### src/rtl/fir_coef_ctrl_pkg.sv
// Shared constants and types for the FIR coefficient controller.
//   NB        sample/coefficient width (two's complement)
//   NT        filter order; the filter has NTAP = NT+1 taps
//   DRAIN_CYC cycles from the last filter VIN to the last filter VOUT
//   AW        coefficient address width (2**AW >= NTAP)
//   state_e   controller FSM states
package fir_coef_ctrl_pkg;

    localparam int unsigned NB        = 8;
    localparam int unsigned NT        = 10;
    localparam int unsigned NTAP      = NT + 1;
    localparam int unsigned DRAIN_CYC = 2;
    localparam int unsigned AW        = 4;
    localparam int unsigned BW        = NTAP * NB;

    // Drain counter holds DRAIN_CYC-1 down to 0; keep at least one bit.
    localparam int unsigned CNT_W = (DRAIN_CYC > 1) ? $clog2(DRAIN_CYC) : 1;

    typedef enum logic [1:0] {
        StRun   = 2'd0,
        StDrain = 2'd1,
        StSwap  = 2'd2
    } state_e;

endpackage

### src/rtl/fir_coef_ctrl_if.sv
// Bus bundle between the upstream/config master and the coefficient controller.
//   cfg_*      shadow-bank write port, commit request, busy and error status
//   s_*        upstream sample stream with ready/valid handshake
//   b          active coefficient bus to the filter (tap k at [(k+1)*NB-1:k*NB])
//   din, vin   sample and valid forwarded to the filter
//   filt_rst_n active-low delay-line clear to the filter
// Modport slave is the controller side; master is the driving environment.
interface fir_coef_ctrl_if;
    import fir_coef_ctrl_pkg::*;

    logic          cfg_we;
    logic [AW-1:0] cfg_addr;
    logic [NB-1:0] cfg_data;
    logic          cfg_commit;
    logic          cfg_busy;
    logic          cfg_err;
    logic [NB-1:0] s_din;
    logic          s_vin;
    logic          s_ready;
    logic [BW-1:0] b;
    logic [NB-1:0] din;
    logic          vin;
    logic          filt_rst_n;

    modport slave (
        input  cfg_we, cfg_addr, cfg_data, cfg_commit, s_din, s_vin,
        output cfg_busy, cfg_err, s_ready, b, din, vin, filt_rst_n
    );

    modport master (
        output cfg_we, cfg_addr, cfg_data, cfg_commit, s_din, s_vin,
        input  cfg_busy, cfg_err, s_ready, b, din, vin, filt_rst_n
    );

endinterface

### src/rtl/fir_coef_ctrl_bank.sv
// Coefficient storage: a word-writable shadow bank and the active B register.
//   clk, rst  clock and synchronous active-high reset (clears both banks)
//   we        write strobe; addr values above NT match no tap and are dropped
//   addr      tap index
//   data      coefficient value
//   load      copy the whole shadow bank into B on this edge
//   b         active coefficients, tap k at [(k+1)*NB-1:k*NB]
module fir_coef_ctrl_bank
    import fir_coef_ctrl_pkg::*;
(
    input  logic          clk,
    input  logic          rst,
    input  logic          we,
    input  logic [AW-1:0] addr,
    input  logic [NB-1:0] data,
    input  logic          load,
    output logic [BW-1:0] b
);

    logic [NTAP-1:0][NB-1:0] shadow_q, shadow_d;
    logic [NTAP-1:0][NB-1:0] b_q, b_d;

    always_comb begin
        shadow_d = shadow_q;
        for (int k = 0; k < NTAP; k++) begin
            if (we && (addr == AW'(k))) begin
                shadow_d[k] = data;
            end
        end
    end

    // Load copies the pre-edge shadow, so a write on the load edge lands in shadow only.
    always_comb begin
        b_d = b_q;
        if (load) begin
            b_d = shadow_q;
        end
    end

    always_ff @(posedge clk) begin
        if (rst) begin
            shadow_q <= '0;
            b_q      <= '0;
        end else begin
            shadow_q <= shadow_d;
            b_q      <= b_d;
        end
    end

    assign b = b_q;

endmodule

### src/rtl/fir_coef_ctrl.sv
// Coefficient swap sequencer in front of the FIR filter.
//   clk, rst  clock and synchronous active-high reset
//   bus       fir_coef_ctrl_if.slave: config port, sample stream in, filter-side outputs
// A commit stalls the sample stream, waits for the filter to drain, swaps the whole
// B bus in one edge while pulsing filt_rst_n low, then resumes samples, so no filter
// output is ever computed from a mix of old and new taps.
module fir_coef_ctrl
    import fir_coef_ctrl_pkg::*;
(
    input  logic           clk,
    input  logic           rst,
    fir_coef_ctrl_if.slave bus
);

    state_e             state_q, state_d;
    logic [CNT_W-1:0]   cnt_q, cnt_d;
    logic               vin_q, vin_d;
    logic [NB-1:0]      din_q, din_d;
    logic               filt_rst_n_q, filt_rst_n_d;
    logic               cfg_err_q, cfg_err_d;
    logic               load;
    logic               s_ready;
    logic               accept;

    assign s_ready = (state_q == StRun);
    assign accept  = bus.s_vin & s_ready;

    // Commit FSM; commits while busy are dropped, not queued.
    always_comb begin
        state_d      = state_q;
        cnt_d        = cnt_q;
        filt_rst_n_d = filt_rst_n_q;
        load         = 1'b0;
        unique case (state_q)
            StRun: begin
                filt_rst_n_d = 1'b1;
                if (bus.cfg_commit) begin
                    state_d = StDrain;
                    cnt_d   = CNT_W'(DRAIN_CYC - 1);
                end
            end
            StDrain: begin
                if (cnt_q == '0) begin
                    state_d      = StSwap;
                    load         = 1'b1;
                    filt_rst_n_d = 1'b0;
                end else begin
                    cnt_d = cnt_q - 1'b1;
                end
            end
            StSwap: begin
                state_d      = StRun;
                filt_rst_n_d = 1'b1;
            end
            default: begin
                state_d = StRun;
            end
        endcase
    end

    always_comb begin
        vin_d     = accept;
        din_d     = accept ? bus.s_din : din_q;
        cfg_err_d = bus.cfg_we & (bus.cfg_addr > AW'(NT));
    end

    always_ff @(posedge clk) begin
        if (rst) begin
            state_q      <= StRun;
            cnt_q        <= '0;
            vin_q        <= 1'b0;
            din_q        <= '0;
            filt_rst_n_q <= 1'b0;
            cfg_err_q    <= 1'b0;
        end else begin
            state_q      <= state_d;
            cnt_q        <= cnt_d;
            vin_q        <= vin_d;
            din_q        <= din_d;
            filt_rst_n_q <= filt_rst_n_d;
            cfg_err_q    <= cfg_err_d;
        end
    end

    fir_coef_ctrl_bank u_bank (
        .clk  (clk),
        .rst  (rst),
        .we   (bus.cfg_we),
        .addr (bus.cfg_addr),
        .data (bus.cfg_data),
        .load (load),
        .b    (bus.b)
    );

    assign bus.s_ready    = s_ready;
    assign bus.cfg_busy   = (state_q != StRun);
    assign bus.cfg_err    = cfg_err_q;
    assign bus.vin        = vin_q;
    assign bus.din        = din_q;
    assign bus.filt_rst_n = filt_rst_n_q;

endmodule

### src/flat_wrapper.sv
// flat-port wrapper written by rule: the top's interface ports become plain ports
module fir_coef_ctrl_flat import fir_coef_ctrl_pkg::*;
  (clk, rst, bus_cfg_we, bus_cfg_addr, bus_cfg_data, bus_cfg_commit, bus_s_din, bus_s_vin, bus_cfg_busy, bus_cfg_err, bus_s_ready, bus_b, bus_din, bus_vin, bus_filt_rst_n);
  fir_coef_ctrl_if bus_i ();
  input  logic clk;
  input  logic rst;
  input wire logic [$bits(bus_i.cfg_we)-1:0] bus_cfg_we;
  input wire logic [$bits(bus_i.cfg_addr)-1:0] bus_cfg_addr;
  input wire logic [$bits(bus_i.cfg_data)-1:0] bus_cfg_data;
  input wire logic [$bits(bus_i.cfg_commit)-1:0] bus_cfg_commit;
  input wire logic [$bits(bus_i.s_din)-1:0] bus_s_din;
  input wire logic [$bits(bus_i.s_vin)-1:0] bus_s_vin;
  output wire logic [$bits(bus_i.cfg_busy)-1:0] bus_cfg_busy;
  output wire logic [$bits(bus_i.cfg_err)-1:0] bus_cfg_err;
  output wire logic [$bits(bus_i.s_ready)-1:0] bus_s_ready;
  output wire logic [$bits(bus_i.b)-1:0] bus_b;
  output wire logic [$bits(bus_i.din)-1:0] bus_din;
  output wire logic [$bits(bus_i.vin)-1:0] bus_vin;
  output wire logic [$bits(bus_i.filt_rst_n)-1:0] bus_filt_rst_n;
  assign bus_i.cfg_we = bus_cfg_we;
  assign bus_i.cfg_addr = bus_cfg_addr;
  assign bus_i.cfg_data = bus_cfg_data;
  assign bus_i.cfg_commit = bus_cfg_commit;
  assign bus_i.s_din = bus_s_din;
  assign bus_i.s_vin = bus_s_vin;
  assign bus_cfg_busy = bus_i.cfg_busy;
  assign bus_cfg_err = bus_i.cfg_err;
  assign bus_s_ready = bus_i.s_ready;
  assign bus_b = bus_i.b;
  assign bus_din = bus_i.din;
  assign bus_vin = bus_i.vin;
  assign bus_filt_rst_n = bus_i.filt_rst_n;
  fir_coef_ctrl u_core (.clk(clk), .rst(rst), .bus(bus_i));
endmodule
### config.mk
export PLATFORM = sky130hd
export DESIGN_NAME = fir_coef_ctrl_flat
export DESIGN_NICKNAME = d
export VERILOG_FILES = /design/src/rtl/fir_coef_ctrl_pkg.sv /design/src/rtl/fir_coef_ctrl_if.sv /design/src/rtl/fir_coef_ctrl_bank.sv /design/src/rtl/fir_coef_ctrl.sv /design/src/flat_wrapper.sv
export SDC_FILE = /design/constraint.sdc
export NUM_CORES = 1
export LEC_CHECK = 0
export ABC_AREA = 1
export BUFFER_PORTS_ARGS = -buffer_cell sky130_fd_sc_hd__clkbuf_2
export CORE_MARGIN = 3
export CORE_UTILIZATION = 40
export CTS_CLUSTER_SIZE = 25
export DETAILED_ROUTE_END_ITERATION = 10
export GPL_TIMING_DRIVEN = 1
export PLACE_DENSITY = 0.6
export REMOVE_ABC_BUFFERS = 1
export SLEW_MARGIN = 20
export SYNTH_ARGS = -nofsm -noshare
export SYNTH_HDL_FRONTEND = slang
export SYNTH_SLANG_ARGS = --single-unit
### constraint.sdc
create_clock -name clk -period 1.9 [get_ports clk]
set_clock_uncertainty 0.2 [all_clocks]
set_input_delay 0.38 -clock clk [delete_from_list [all_inputs] [get_ports clk]]
set_output_delay 0.38 -clock clk [all_outputs]
set_load 0.1 [all_outputs]
**Word-level counts from Yosys, hierarchy flattened**

Cells that the tools add are included.

- Register bits: 190
- Word-level logic and storage cells: 76

- Add/sub/neg operators: 1
- $lt $le $gt $ge: 1
- Equality and inequality tests: 14
- Mux-type cells: 10
- Bitwise operators: 2
- Reduce and logical (&&, ||, !) cells: 20

Operator list:

| operator | count |
|---|---|
| $eq A4 B3 Y1 const B | 4 |
| $eq A4 B4 Y1 const B | 3 |
| $logic_and A1 B1 Y1 | 11 |
| $eq A4 B2 Y1 const B | 2 |
| $reduce_and A2 Y1 | 3 |
| $reduce_bool A2 Y1 | 3 |
| $mux W1 | 5 |
| $eq A4 B1 Y1 const B | 1 |
| $gt A4 B4 Y1 const B | 1 |
| $logic_not A4 Y1 | 1 |
| $mux W2 | 2 |
| $ne A2 B2 Y1 const B | 2 |
| $pmux W1 S2 | 2 |
| $pmux W2 S2 | 1 |
| $and A1 B1 Y1 | 2 |
| $eq A2 B1 Y1 const B | 1 |
| $eq A2 B2 Y1 const B | 1 |
| $logic_not A2 Y1 | 1 |
| $reduce_or A2 Y1 | 1 |
| $sub A1 B1 Y1 const B | 1 |

**Logic depth before layout (Yosys ltp)**

Gate-level depths: netlist of run 1.

- Word-level depth: 4
- Mapped depth: 8
- Depth with buffers taken out: 6

**Hierarchy**

A second synthesis of run 1 with hierarchy kept.

- Cells, all modules: 958
- Area, all modules: 7116.8 µm²

By module, submodules not included:

| module | times used | cells an instance | area each (µm²) | sequential area each (µm²) |
|---|---|---|---|---|
| fir_coef_ctrl_bank | 1 | 878 | 6523.8 | 3523.4 |
| fir_coef_ctrl | 1 | 80 | 593.1 | 280.3 |

**Worst setup path before layout of run 1**

No wires, ideal clock.

- Kind: register to output
- From: reg u_core.state_q[1]
- To: out bus_cfg_busy
- Arrival: 2.627 ns
- Required time: 1.320 ns
- Slack: -1.307 ns
- Stages on the path, launching flop included: 3
- Buffers on the path: 0
- Cell sequence: dfxtp_1 > nor2_1 > inv_1

- Longest elaborated chain between the ends: 1

RTL lines:

| item | RTL line | text |
|---|---|---|
| start: declaration | fir_coef_ctrl.sv:15 | `state_e state_q, state_d;` |
| start signal: assignment | fir_coef_ctrl.sv:69 | `state_q <= StRun;` |
| start signal: assignment | fir_coef_ctrl.sv:76 | `state_q <= state_d;` |
| $reduce_bool A2 Y1 | fir_coef_ctrl.sv:96 | `assign bus.cfg_busy = (state_q != StRun);` |
| end: declaration | flat_wrapper.sv:13 | `output wire logic [$bits(bus_i.cfg_busy)-1:0] bus_cfg_busy;` |

No other way between the ends.

**Final worst setup path of run 1**

- From: reg u_core.u_bank.b_q (netlist bit u_core.u_bank.b[24])
- To: out bus_b[24]

RTL lines:

| item | RTL line | text |
|---|---|---|
| start: declaration | fir_coef_ctrl_bank.sv:21 | `logic [NTAP-1:0][NB-1:0] b_q, b_d;` |
| start signal: assignment | fir_coef_ctrl_bank.sv:43 | `b_q <= '0;` |
| start signal: assignment | fir_coef_ctrl_bank.sv:46 | `b_q <= b_d;` |
| end: declaration | flat_wrapper.sv:16 | `output wire logic [$bits(bus_i.b)-1:0] bus_b;` |

No word-level cell between the ends.

==> results.txt, run 1 <==
Entering global routing, the biggest net connects 46 pins. The number of DRC markers after the initial detailed-route iteration came out at 301. The final-layout fill cell count was 1,697. For the worst flop-to-flop path, the logic depth is 7.

For this run, design rule violations remaining after detail routing come to 0. The floorplan step defined a die boundary enclosing 0.01912 sq mm. The critical path depth was 1; the net total in the final layout was 1,091.

The portion of total power attributed to the clock network is 0.449. The worst setup path is captured at an output port. The tools report the count of inserted antenna diode cells as 0. Counting every instance in the synthesized netlist gives 945. The run gives 0 as the count of yosys warnings during synthesis.

The run gives 0 as the global-route congestion overflow total. The fraction of synthesized cell area taken by the top area cell type works out to 0.5435. The number of buffers on the longest clock path is 2, and the net switching power is 0.002194 W.

Count of maximum capacitance violations: 0. Across the whole layout, storage elements account for 0.003804 sq mm. The count of cell types in the netlist was 21. The layout overhead on the synthesized area came out at 23.15%.

Summing all multi-input logic gate instances after layout gives 0.002839 sq mm. The number of placement rows is 47. The count of TritonRoute iterations in the first routing pass is 5. In this run the cell area measured after placement is 0.007878 sq mm. The tools report the area of the mapped netlist as 0.006998 sq mm. In this run, CTS created clock tree buffers numbering 17. Dominant cell type by area after synthesis: sky130_fd_sc_hd__dfxtp_1.

The H-tree was split into 4 levels. The run gives 0.6243 mV as the maximum resistive drop on vdd. The worst hold path was traced through 3 stages.

The worst hold path terminates at u_core.u_bank.shadow_q[5]. The tree is rooted in a sky130_fd_sc_hd__clkbuf_16. Subtracting the final worst setup slack from the clock period gives 1868 ps. STA classifies the critical path startpoint as a flop.

The type of the worst setup path is flop to output port. The internal power of the cells was 0.006669 W; the maximum fanout along the worst path was 2. In this run the post-CTS setup repair buffer count came out at 0.

The kind of cell adding the most delay to the critical path was buffers and inverters. The vias per cell is 4.500. For the starting utilization of the core area, the log shows 0.4146. Based on the critical path, the design can be clocked at up to 535.5 MHz. The logs give 0.5106 for the final standard cell utilization of the core and 190 for the sink count of the clock tree. Routability-driven placement finished with a final weighted congestion of 0.7622. The routed layout has 5,846 vias.

Port buffering added 125 buffers. The slew at the pin with the worst max-slew slack works out to 563.4 ps. Traced cell by cell, the critical path runs through clkbuf_2. For the worst-case register-to-register setup slack, the log shows 420 ps. TritonCTS built the clock tree. Measured along the y axis, the die boundary spans 138.3 um.

The logs give 5,465 for the via count of the first global-routing pass and 1 for the initial antenna violation count. Clock-pin slew was measured on the worst setup and hold paths at 70 ps. The run gives 1290 ps as the arrival time of the worst setup path. The setup violation total in the final timing report is 0, and the combinational cell fraction of total power is 0.089. The final hold violation count is 0, and the peak per-stage delay on the critical path is 480 ps. The summed area of non-filler cells in the final layout is 0.008618 sq mm, and the I/O pin count is 126. Summed over all nets, the half-perimeter wirelength after detailed placement is 10,680 um.

The worst path buffer plus inverter count was 1. The tools report the combined global-route utilization of all metal layers as 0.1768. By area the synthesized netlist is led by sky130_fd_sc_hd__dfxtp_1, sky130_fd_sc_hd__nand2_1, sky130_fd_sc_hd__nor2_1, sky130_fd_sc_hd__nand3_1, sky130_fd_sc_hd__buf_2. Setup repair after global routing left no endpoint under its margin. After synthesis, the mean cell area works out to 7.405 sq um. After layout, the worst setup slack is 32.47 ps. Dividing total power by cell area gives a power density of 1028 mW/mm^2. At the worst endpoint, the required time is 1320 ps. At the placement stage, the worst setup path has a slack of 232.3 ps.

Synthesis inferred 190 register bits. The fraction of layout cells with a size suffix above 1 is 0.1844, and the standby leakage power is 4.121 nW. The startpoint of the worst hold path is bus_cfg_data[5].

Adding up every negative setup slack in the final design gives 0 ps. The worst register-to-register path ends at u_core.u_bank.b[40]. In the final routed layout, each cell accounts on average for 12.75 um. The detailed-route wire length came out at 16,560 um. The switching share of power was 0.2475; the source-to-sink clock delay at the later pin of the worst-skew pair was 440 ps.

The worst register-to-register path begins at u_core.state_q[0]. In this run the horizontal extent of the chip is 138.3 um. Max-slew headroom at the worst pin: 0.6260. After floorplanning, the core was sized to cover 0.01688 sq mm. The run gives 0.5435 as the post-synthesis sequential area ratio. Final critical-path share of the clock period: 0.9829. The antenna violation net count after detailed routing came out at 0. The highest-delay cell along the critical path was sky130_fd_sc_hd__clkbuf_2. The first-pass GRT wire length was 27,830 um. For the fraction of power consumed by sequential logic, the log shows 0.462.

The path class of the tightest hold or removal check is input port to flop. The flow ran to the end, and the final reports show no timing, DRC or antenna violations. The number of pins with negative max-slew slack in the final report came out at 0.
## placed cells by master, fill, tap and decap left out, types with 2 or more instances in the layout
master and n:
sky130_fd_sc_hd__clkbuf_2 121, sky130_fd_sc_hd__bufinv_16 5, sky130_fd_sc_hd__nand3_4 2, sky130_fd_sc_hd__a21oi_1 2, sky130_fd_sc_hd__buf_4 15, sky130_fd_sc_hd__dfxtp_1 190
sky130_fd_sc_hd__clkbuf_16 17, sky130_fd_sc_hd__clkbuf_8 2, sky130_fd_sc_hd__clkinv_1 8, sky130_fd_sc_hd__inv_2 3, sky130_fd_sc_hd__buf_2 2, sky130_fd_sc_hd__dlygate4sd3_1 7
sky130_fd_sc_hd__nand3_1 98, sky130_fd_sc_hd__nor2_1 197, sky130_fd_sc_hd__buf_12 7, sky130_fd_sc_hd__o21ai_0 8, sky130_fd_sc_hd__inv_6 4, sky130_fd_sc_hd__clkinv_4 2
sky130_fd_sc_hd__inv_1 13, sky130_fd_sc_hd__nand2_1 354, sky130_fd_sc_hd__nor2_4 13
## routing by layer
metal  global-route usage  part of all wire  up-vias
met4              0.05824             0.015        2
met1               0.2305              0.48     2544
met2               0.2855              0.45      116
li1                     -                 -     3161
met3              0.04834             0.047       23
met5                    0           0.00072        -
## timing repair
action,CTS,global route
gates resized for setup,2,2
hold buffers,7,0
gates cloned,0,0
hold endpoints to repair,7,0
endpoints found under the setup margin,2,2
## how the worst max path moves through the flow
stage	from	end	slack (ps)
final	u_core.u_bank.b[24]	bus_b[24]	30
after global routing	u_core.u_bank.b[27]	bus_b[27]	4
after CTS	u_core.u_bank.b[56]	bus_b[56]	20
after detailed placement	bus_cfg_data[7]	u_core.u_bank.shadow_q[31]	230
after global placement	bus_cfg_addr[2]	u_core.u_bank.shadow_q[14]	270
after floorplan	rst	u_core.bus.din[0]	-1770
## Yosys cell counts
| master | n |
|---|---|
| sky130_fd_sc_hd__nor2_4 | 12 |
| sky130_fd_sc_hd__inv_1 | 14 |
| sky130_fd_sc_hd__nor2_2 | 1 |
| sky130_fd_sc_hd__buf_2 | 30 |
| sky130_fd_sc_hd__nand2_1 | 354 |
| sky130_fd_sc_hd__buf_4 | 9 |
| sky130_fd_sc_hd__nand3_4 | 2 |
| sky130_fd_sc_hd__o21ai_0 | 8 |
| sky130_fd_sc_hd__nand3_1 | 98 |
| sky130_fd_sc_hd__buf_1 | 6 |
| sky130_fd_sc_hd__o21a_1 | 1 |
| sky130_fd_sc_hd__a211oi_1 | 1 |
| sky130_fd_sc_hd__clkinv_1 | 8 |
| sky130_fd_sc_hd__nand2_2 | 2 |
| sky130_fd_sc_hd__clkbuf_1 | 3 |
| sky130_fd_sc_hd__nor2_1 | 198 |
| sky130_fd_sc_hd__inv_2 | 3 |
| sky130_fd_sc_hd__buf_6 | 2 |
| sky130_fd_sc_hd__a21oi_1 | 2 |
| sky130_fd_sc_hd__nand3_2 | 1 |
| sky130_fd_sc_hd__dfxtp_1 | 190 |
## final cells by class
cell class | count | share of cell area
flip-flops and latches | 190 | 0.4413
multi-input cells | 680 | 0.3294
repair buffers | 152 | 0.1089
clock buffers | 20 | 0.05299
well taps | 220 | 0.03194
clock inverters | 12 | 0.02395
inverters | 25 | 0.01147
## cells by family (layout without fill, tap and decap cells)
logic type | count (synthesis) | after routing | share of synthesized area
flip-flops | 190 | 190 | 0.5435
AO/OA/AOI/OAI | 12 | 12 | 0.009298
AND/OR/NAND/NOR | 668 | 668 | 0.3946
buffers and inverters | 75 | 209 | 0.05256
## power groups by stage
stage                     logic [W]  clock network (W)  registers [W]
after global placement     0.000779                  0        0.00418
after floorplan            0.000341                  0        0.00439
after global routing       0.000858            0.00422        0.00410
after CTS                  0.000797            0.00406        0.00409
after detailed placement   0.000782                  0        0.00418
final                      0.000788            0.00398        0.00410
## sequential cells by signal, indices dropped and copies added (netlist names)
| register | cells |
|---|---|
| u_core.bus.vin | 1 |
| u_core.u_bank.b | 88 |
| u_core.u_bank.shadow_q | 88 |
| u_core.state_q | 2 |
| u_core.cnt_q | 1 |
| u_core.bus.din | 8 |
| u_core.bus.filt_rst_n | 1 |
| u_core.bus.cfg_err | 1 |
## per-stage QoR
step | std cells | power, W | hold WS, ps
after floorplan | 895 | 0.004733 | 218.8
after global placement | 1260 | 0.004962 | 226.0
after detailed placement | 1260 | 0.004967 | 232.1
after CTS | 1299 | 0.008948 | 0.6689
after global routing | 1299 | 0.009177 | 4.749
final | 1299 | 0.008862 | 0.1350
Note: power is estimated with default switching activity, not from simulation.
==> inputs of run 2 (changes only) <==
==> constraint.sdc (replaced) <==
create_clock -name clk -period 1.9 [get_ports clk]
set_clock_uncertainty 0.2 [all_clocks]
set_input_delay 0.285 -clock clk [delete_from_list [all_inputs] [get_ports clk]]
set_output_delay 0.285 -clock clk [all_outputs]
set_load 0.1 [all_outputs]
==> run 2 against run 1 <==
Net effect: sequential share of layout area shrank 0.43 points; critical path depth grew 2; design area up 0.97%; sequential power hardly changed; worst setup slack better by 42 ps; hold slack better by 44 ps; non-clock buffer count increased by 7; critical path type unchanged; largest cell class unchanged; highest routed layer is now met4.
==> results.txt, run 2 (synthesis gave the netlist of run 1 again) <==
The logs give 16,570 um (about the same) for the detailed-route wire length and 0.007818 sq mm (-0.76%) for the instance area after placement. The source-to-sink clock delay at the later pin of the worst-skew pair is 430 ps (about the same), and the starting utilization of the core area is 0.4146 (unchanged). The detail-routed net length per standard cell was 12.70 um (-0.44%); the CTS H-tree depth was 4 (unchanged).

The count of maximum capacitance violations is 0 (unchanged), and the power density relative to cell area is 1026 mW/mm^2 (-0.24%). The tools report the count of TritonRoute iterations in the first routing pass as 6 (+1). The fraction of layout cells with a size suffix above 1 is 0.1770 (-0.007472). The arrival time of the worst setup path is 1340 ps (+50 ps). The run gives 0.008927 W (+0.73%) as the total power after layout. Vias per cell: 4.523 (+0.49%).

The sink count of the clock tree is 190 (unchanged). The total routed wire length on the met1 layer was 7973 um (-0.56%); the final critical-path share of the clock period was 0.9611 (-0.02185). The library cell used most frequently in the layout, excluding fill and tap cells, is sky130_fd_sc_hd__nand2_1. The logs give 0.1766 (-0.0001801) for the combined global-route utilization of all metal layers and 0 (unchanged) for the post-CTS repair timing setup buffer count.

Beginning of the critical path: u_core.state_q[1]. For the max-slew headroom at the worst pin, the log shows 0.6235 (-0.002475). The summed negative setup slack over all endpoints is 0 ps (unchanged). Count of port buffers added during placement: 125 (unchanged).

The required time of the worst setup path is 1410 ps (+90 ps). The root buffer cell chosen for the clock tree is sky130_fd_sc_hd__clkbuf_16. The met3 wire length was 759 um (-1.7%); the final RePlAce weighted congestion was 0.7557 (-0.85%).

The number of placement rows is 47 (unchanged). The worst register-to-register path begins at u_core.state_q[1]. The kind of end point of the critical path was an output port. The final hold violation count is 0 (unchanged). The peak per-stage delay on the critical path is 350 ps (-130 ps). The top cell types in the final layout, fill and taps aside, are sky130_fd_sc_hd__nand2_1, sky130_fd_sc_hd__nor2_1, sky130_fd_sc_hd__dfxtp_1. The critical path goes through nor2_2 -> inv_1 -> clkbuf_4. The I/O pin count is 126 (unchanged). The run finished with clean final reports. The pin count of the biggest net entering global routing came out at 50 (+8.7%).

The startpoint identified for the worst hold timing path is bus_cfg_we. The CTS buffer count is 17 (unchanged). The run gives 547.6 MHz (+2.3%) as the maximum clock rate. Worst hold-check path type: input port to flop.

The standby leakage power came out at 4.143 nW (+0.54%). For the maximum resistive drop on vdd, the log shows 0.7087 mV (+14%). Final worst slack: 73.98 ps (+41.51 ps). The number of pins with negative max-slew slack in the final report is 0 (unchanged), and the initial antenna violation count is 0 (-1). The worst hold slack was 44.33 ps (+44.19 ps); the area of the placeable core was 0.01688 sq mm (unchanged).

The post-placement worst setup slack is 335.3 ps (+103.0 ps). The startpoint class of the critical path is a flop. The run gives 7645 um (+1.8%) as the length of routed met2 wiring. The type of the worst setup path is flop to output port. The via count of the first global-routing pass was 5,442 (-0.42%). The highest-delay cell along the critical path is sky130_fd_sc_hd__dfxtp_1. The final-layout fill cell count is 1,693 (-0.24%), and the horizontal extent of the die is 138.3 um (unchanged).

Clock slew at the register clock pins of the worst setup and hold paths: 70 ps (about the same). Maximum fanout along the worst path: 4 (+2). The first-pass GRT wire length is 27,730 um (-0.34%). For the summed area of non-filler cells in the final layout, the log shows 0.008702 sq mm (+0.97%).

Slew at the pin with the worst max-slew slack: 567.1 ps (+3.728 ps). The half-perimeter wire length after placement is 10,650 um (-0.28%), and the count of inserted antenna diode cells is 0 (unchanged). The minimum clock period is 1826 ps (-41.51 ps), and the global-route congestion overflow total is 0 (unchanged). Number of buffers on the longest clock path: 2 (unchanged). The layout overhead on the synthesized area is 24.35%, and the number of DRC markers after the initial detailed-route iteration is 345 (+15%). TritonCTS built the clock tree. The top layer used by detailed routing is met4.

Area of the die: 0.01912 sq mm (unchanged). The number of remaining DRC errors was 0 (unchanged); the setup violation total in the final timing report was 0 (unchanged). For the via total after detailed routing, the log shows 5,902 (+0.96%).

The logs give 1,098 (+0.64%) for the net total in the final layout and 0 (unchanged) for the antenna violation net count after detailed routing. The vertical die dimension came out at 138.3 um (unchanged).
==> run 2: final timing paths <==
path,endpoint,cells past startpoint,slack (ps)
setup / recovery,bus_cfg_busy,3,70
hold reg to reg,u_core.u_bank.b[10],2,240
hold / removal,u_core.bus.cfg_err,3,40
setup reg to reg,u_core.state_q[0],4,300
==> run 2: worst max-delay path, delay by kind of cell (launching register included) <==
kind | cells | cell delay [ps]
and+or+nand+nor | 1 | 200
DFF | 1 | 350
buffers and inverters | 2 | 350
==> run 2: routing by layer <==
| layer | vias up | track usage |
|---|---|---|
| li1 | 3167 | - |
| met1 | 2623 | 0.2309 |
| met2 | 99 | 0.2896 |
| met3 | 13 | 0.04558 |
| met4 | 0 | 0.05200 |
| met5 | - | 0 |
==> run 2: metrics by stage <==
stage,cells,util
after CTS,1305,0.5155
after floorplan,895,-
final,1305,0.5156
after global routing,1305,0.5156
after global placement,1254,0.4632
after detailed placement,1254,0.4632
==> run 2: layout make-up <==
type | instances | area (sq um) | area share
sequential | 190 | 3804 | 0.4371
tap | 220 | 275.3 | 0.03163
inverter | 25 | 98.84 | 0.01136
timing repair buffer | 159 | 1011 | 0.1162
multi-input combinational | 680 | 2834 | 0.3257
clock inverter | 10 | 209.0 | 0.02401
clock buffer | 21 | 470.5 | 0.05406
==> run 2: timing repair <==
| action | in CTS | in global routing |
|---|---|---|
| pin swaps | 0 | 0 |
| setup endpoints to repair | 1 | 2 |
| hold buffers | 20 | 0 |
| resized for setup | 1 | 1 |
| endpoints found under the hold margin | 21 | 0 |
==> run 2: power breakdown <==
part / leakage [nW] / internal, W / switching [W]
clock network: 0.325 / 0.00257 / 0.00147
logic: 2.28 / 0.000195 / 0.000600
registers: 1.54 / 0.00406 / 0.0000387
==> inputs of run 3 (changes only) <==
- RECOVER_POWER: default -> 50
==> run 3 against run 2 <==
Net effect: first-iteration DRC count increased by 3.5%; die area unchanged; register-to-register slack got worse by 150 ps; critical path type unchanged; routed wire length about the same; flip-flop and latch count unchanged; total power decreased by 0.12%; non-clock buffer count unchanged; critical path depth unchanged; design area decreased by 0.30%; hold slack about the same; via count increased by 0.51%; worst setup slack improved by 31 ps.
==> results.txt, run 3 (synthesis gave the netlist of run 1 again) <==
The run finished with clean final reports. Terminating pin of the worst hold path: u_core.bus.cfg_err. In this run the most critical hold path is launched from bus_cfg_we.

The number of buffers on the longest clock path is 2 (unchanged). The tools report the portion of total power attributed to the clock network as 0.452 (about the same). The kind of cell adding the most delay to the critical path was buffers and inverters. The global-route congestion overflow total came out at 0 (unchanged). The count of maximum capacitance violations is 0 (unchanged). The number of placement rows is 47 (unchanged), and the slew at the pin with the worst max-slew slack is 567.0 ps (-0.1387 ps). The number of pins with negative max-slew slack in the final report was 0 (unchanged); the via count of the first global-routing pass was 5,442 (unchanged). CTS buffer count: 17 (unchanged). The logs give 0.1766 (unchanged) for the combined global-route utilization of all metal layers and 150 ps (-150 ps) for the worst-case register-to-register setup slack. The internal power of the cells was 0.006814 W (about the same); the net switching power was 0.002103 W (-0.26%). For the arrival time of the worst setup path, the log shows 1310 ps (-30 ps).

The run gives 0.459 (about the same) as the fraction of power consumed by sequential logic. The initial antenna violation count was 0 (unchanged); the final critical-path share of the clock period was 0.9450 (-0.01607). Vertical die dimension: 138.3 um (unchanged).

Walking the worst path, the cells encountered are nor2_2 -> inv_1 -> clkbuf_4. The run gives 0 (unchanged) as the number of remaining DRC errors. The logs give 27,730 um (unchanged) for the first-pass GRT wire length and 0 (unchanged) for the post-CTS repair timing setup buffer count. The worst setup path is launched from a flop. The antenna violation net count after detailed routing is 0 (unchanged), and the power density relative to cell area is 1028 mW/mm^2 (+0.19%).

The tree is rooted in a sky130_fd_sc_hd__clkbuf_16. For the final worst slack, the log shows 104.5 ps (+30.54 ps). TritonCTS built the clock tree. The commonest non-fill, non-tap cell in the layout is sky130_fd_sc_hd__nand2_1.

For the net total in the final layout, the log shows 1,098 (unchanged). The sink count of the clock tree was 190 (unchanged); the count of TritonRoute iterations in the first routing pass was 4 (-2). The tools report the area of the placeable core as 0.01688 sq mm (unchanged). The launch point of the worst reg-to-reg path is u_core.state_q[0].

For the final RePlAce weighted congestion, the log shows 0.7557 (unchanged). The detail-routed net length per standard cell came out at 12.70 um (about the same). The post-placement worst setup slack was 335.3 ps (unchanged). The run gives 4.139 nW (-0.11%) as the standby leakage power.

For the number of DRC markers after the initial detailed-route iteration, the log shows 357 (+3.5%). The switching share of power works out to 0.2358 (-0.0003388). Required time of the worst setup path: 1410 ps (about the same). Setup repair after global routing left no endpoint under its margin. The max-slew headroom at the worst pin was 0.6236 (about the same). The end of the worst register-to-register path was u_core.u_bank.b[3].

Count of inserted antenna diode cells: 0 (unchanged). The detailed-route wire length is 16,570 um (about the same), and the count of port buffers added during placement is 125 (unchanged). The vias per cell came out at 4.546 (+0.51%). Leaving out fill and tap cells, the most frequent cells in the layout are sky130_fd_sc_hd__nand2_1, sky130_fd_sc_hd__nor2_1, sky130_fd_sc_hd__dfxtp_1. The worst path buffer plus inverter count was 2 (unchanged); the maximum fanout along the worst path was 4 (unchanged).

The I/O pin count was 126 (unchanged); the peak per-stage delay on the critical path was 330 ps (-20 ps). The horizontal extent of the die is 138.3 um (unchanged), and the via total after detailed routing is 5,932 (+0.51%). The maximum clock rate was 557.0 MHz (+1.7%); the layout overhead on the synthesized area was 23.98%. The count of cells along the worst hold path is 3 (unchanged), and the combinational cell fraction of total power is 0.088 (about the same). The source-to-sink clock delay at the later pin of the worst-skew pair was 430 ps (about the same). The setup violation total in the final timing report was 0 (unchanged). The half-perimeter wire length after placement is 10,650 um (unchanged), and the summed negative setup slack over all endpoints is 0 ps (unchanged). The CTS H-tree depth is 4 (unchanged), and the fraction of layout cells with a size suffix above 1 is 0.1742 (-0.002765). The area of the die was 0.01912 sq mm (unchanged). The starting utilization of the core area came out at 0.4146 (unchanged).

Highest-delay cell along the critical path: sky130_fd_sc_hd__dfxtp_1. The minimum clock period came out at 1795 ps (-30.54 ps). The kind of end point of the critical path is an output port. The min-delay analysis places its worst path in the category input port to flop.

The pin count of the biggest net entering global routing was 50 (unchanged); the final hold violation count was 0 (unchanged). The clock slew at the register clock pins of the worst setup and hold paths is 70 ps (about the same), and the depth of the most critical reg-to-reg path is 7 (+3). The maximum resistive drop on vdd came out at 0.7087 mV (about the same). The type of the worst setup path was flop to output port.
## run 3: per-layer routing
| metal | GRT usage | routed length [um] | up-vias |
|---|---|---|---|
| met4 | 0.05200 | 189 | 0 |
| met5 | 0 | 0 | - |
| met1 | 0.2309 | 7960 | 2646 |
| met2 | 0.2896 | 7717 | 103 |
| met3 | 0.04558 | 704 | 13 |
| li1 | - | - | 3170 |
## run 3: metrics by stage
stage | cells | utilization | area (sq um) | hold slack, ps | power [W]
2_1_floorplan | 895 | - | 6724 | 154.1 | 0.004733
3_3_place_gp | 1254 | 0.4632 | 7818 | 226.1 | 0.004948
3_5_place_dp | 1254 | 0.4632 | 7818 | 229.6 | 0.004954
4_1_cts | 1305 | 0.5155 | 8700 | 20.39 | 0.009052
5_1_grt | 1305 | 0.5140 | 8676 | 55.57 | 0.009257
6_report | 1305 | 0.5140 | 8676 | 44.57 | 0.008917
## run 3: worst max path at each step
| stage | slack, ps | from | end | cells past startpoint |
|---|---|---|---|---|
| finish | 100 | u_core.state_q[1] | bus_cfg_busy | 3 |
| global route | 20 | u_core.state_q[0] | u_core.u_bank.b[14] | 7 |
| CTS | 40 | u_core.state_q[1] | bus_s_ready | 2 |
| detailed placement | 340 | bus_cfg_we | u_core.u_bank.shadow_q[50] | 6 |
| global placement | 360 | bus_cfg_we | u_core.u_bank.shadow_q[34] | 6 |
| floorplan | -1670 | rst | u_core.bus.din[0] | 3 |
## run 3: layout make-up
class	count	area [sq um]
Fill cell	1698	8202
Sequential cell	190	3804
Multi-Input combinational cell	680	2824
Timing Repair Buffer	159	997.2
Clock buffer	21	470.5
Tap cell	220	275.3
Clock inverter	10	209.0
Inverter	25	96.34
## run 3: timing repair
| action | 4_1_cts | 5_1_grt |
|---|---|---|
| setup endpoints to repair | 1 | 2 |
| gates resized for setup | 1 | 1 |
| hold buffers | 20 | 0 |
| hold endpoints to repair | 21 | 0 |
## run 3: worst register-to-register path, stage by stage (launching register included)
cell	delay (ps)
sky130_fd_sc_hd__dfxtp_1	370
sky130_fd_sc_hd__inv_2	50
sky130_fd_sc_hd__nor2_1	240
sky130_fd_sc_hd__nand2_4	200
sky130_fd_sc_hd__nor2_4	190
sky130_fd_sc_hd__buf_12	250
sky130_fd_sc_hd__nand2_1	130
sky130_fd_sc_hd__nand2_1	70
## run 3: power groups by stage
stage          Sequential, W  Clock, W  Combinational [W]
4_1_cts              0.00409   0.00415           0.000804
2_1_floorplan        0.00439         0           0.000341
3_3_place_gp         0.00418         0           0.000764
6_report             0.00410   0.00403           0.000788
5_1_grt              0.00410   0.00430           0.000858
3_5_place_dp         0.00419         0           0.000768
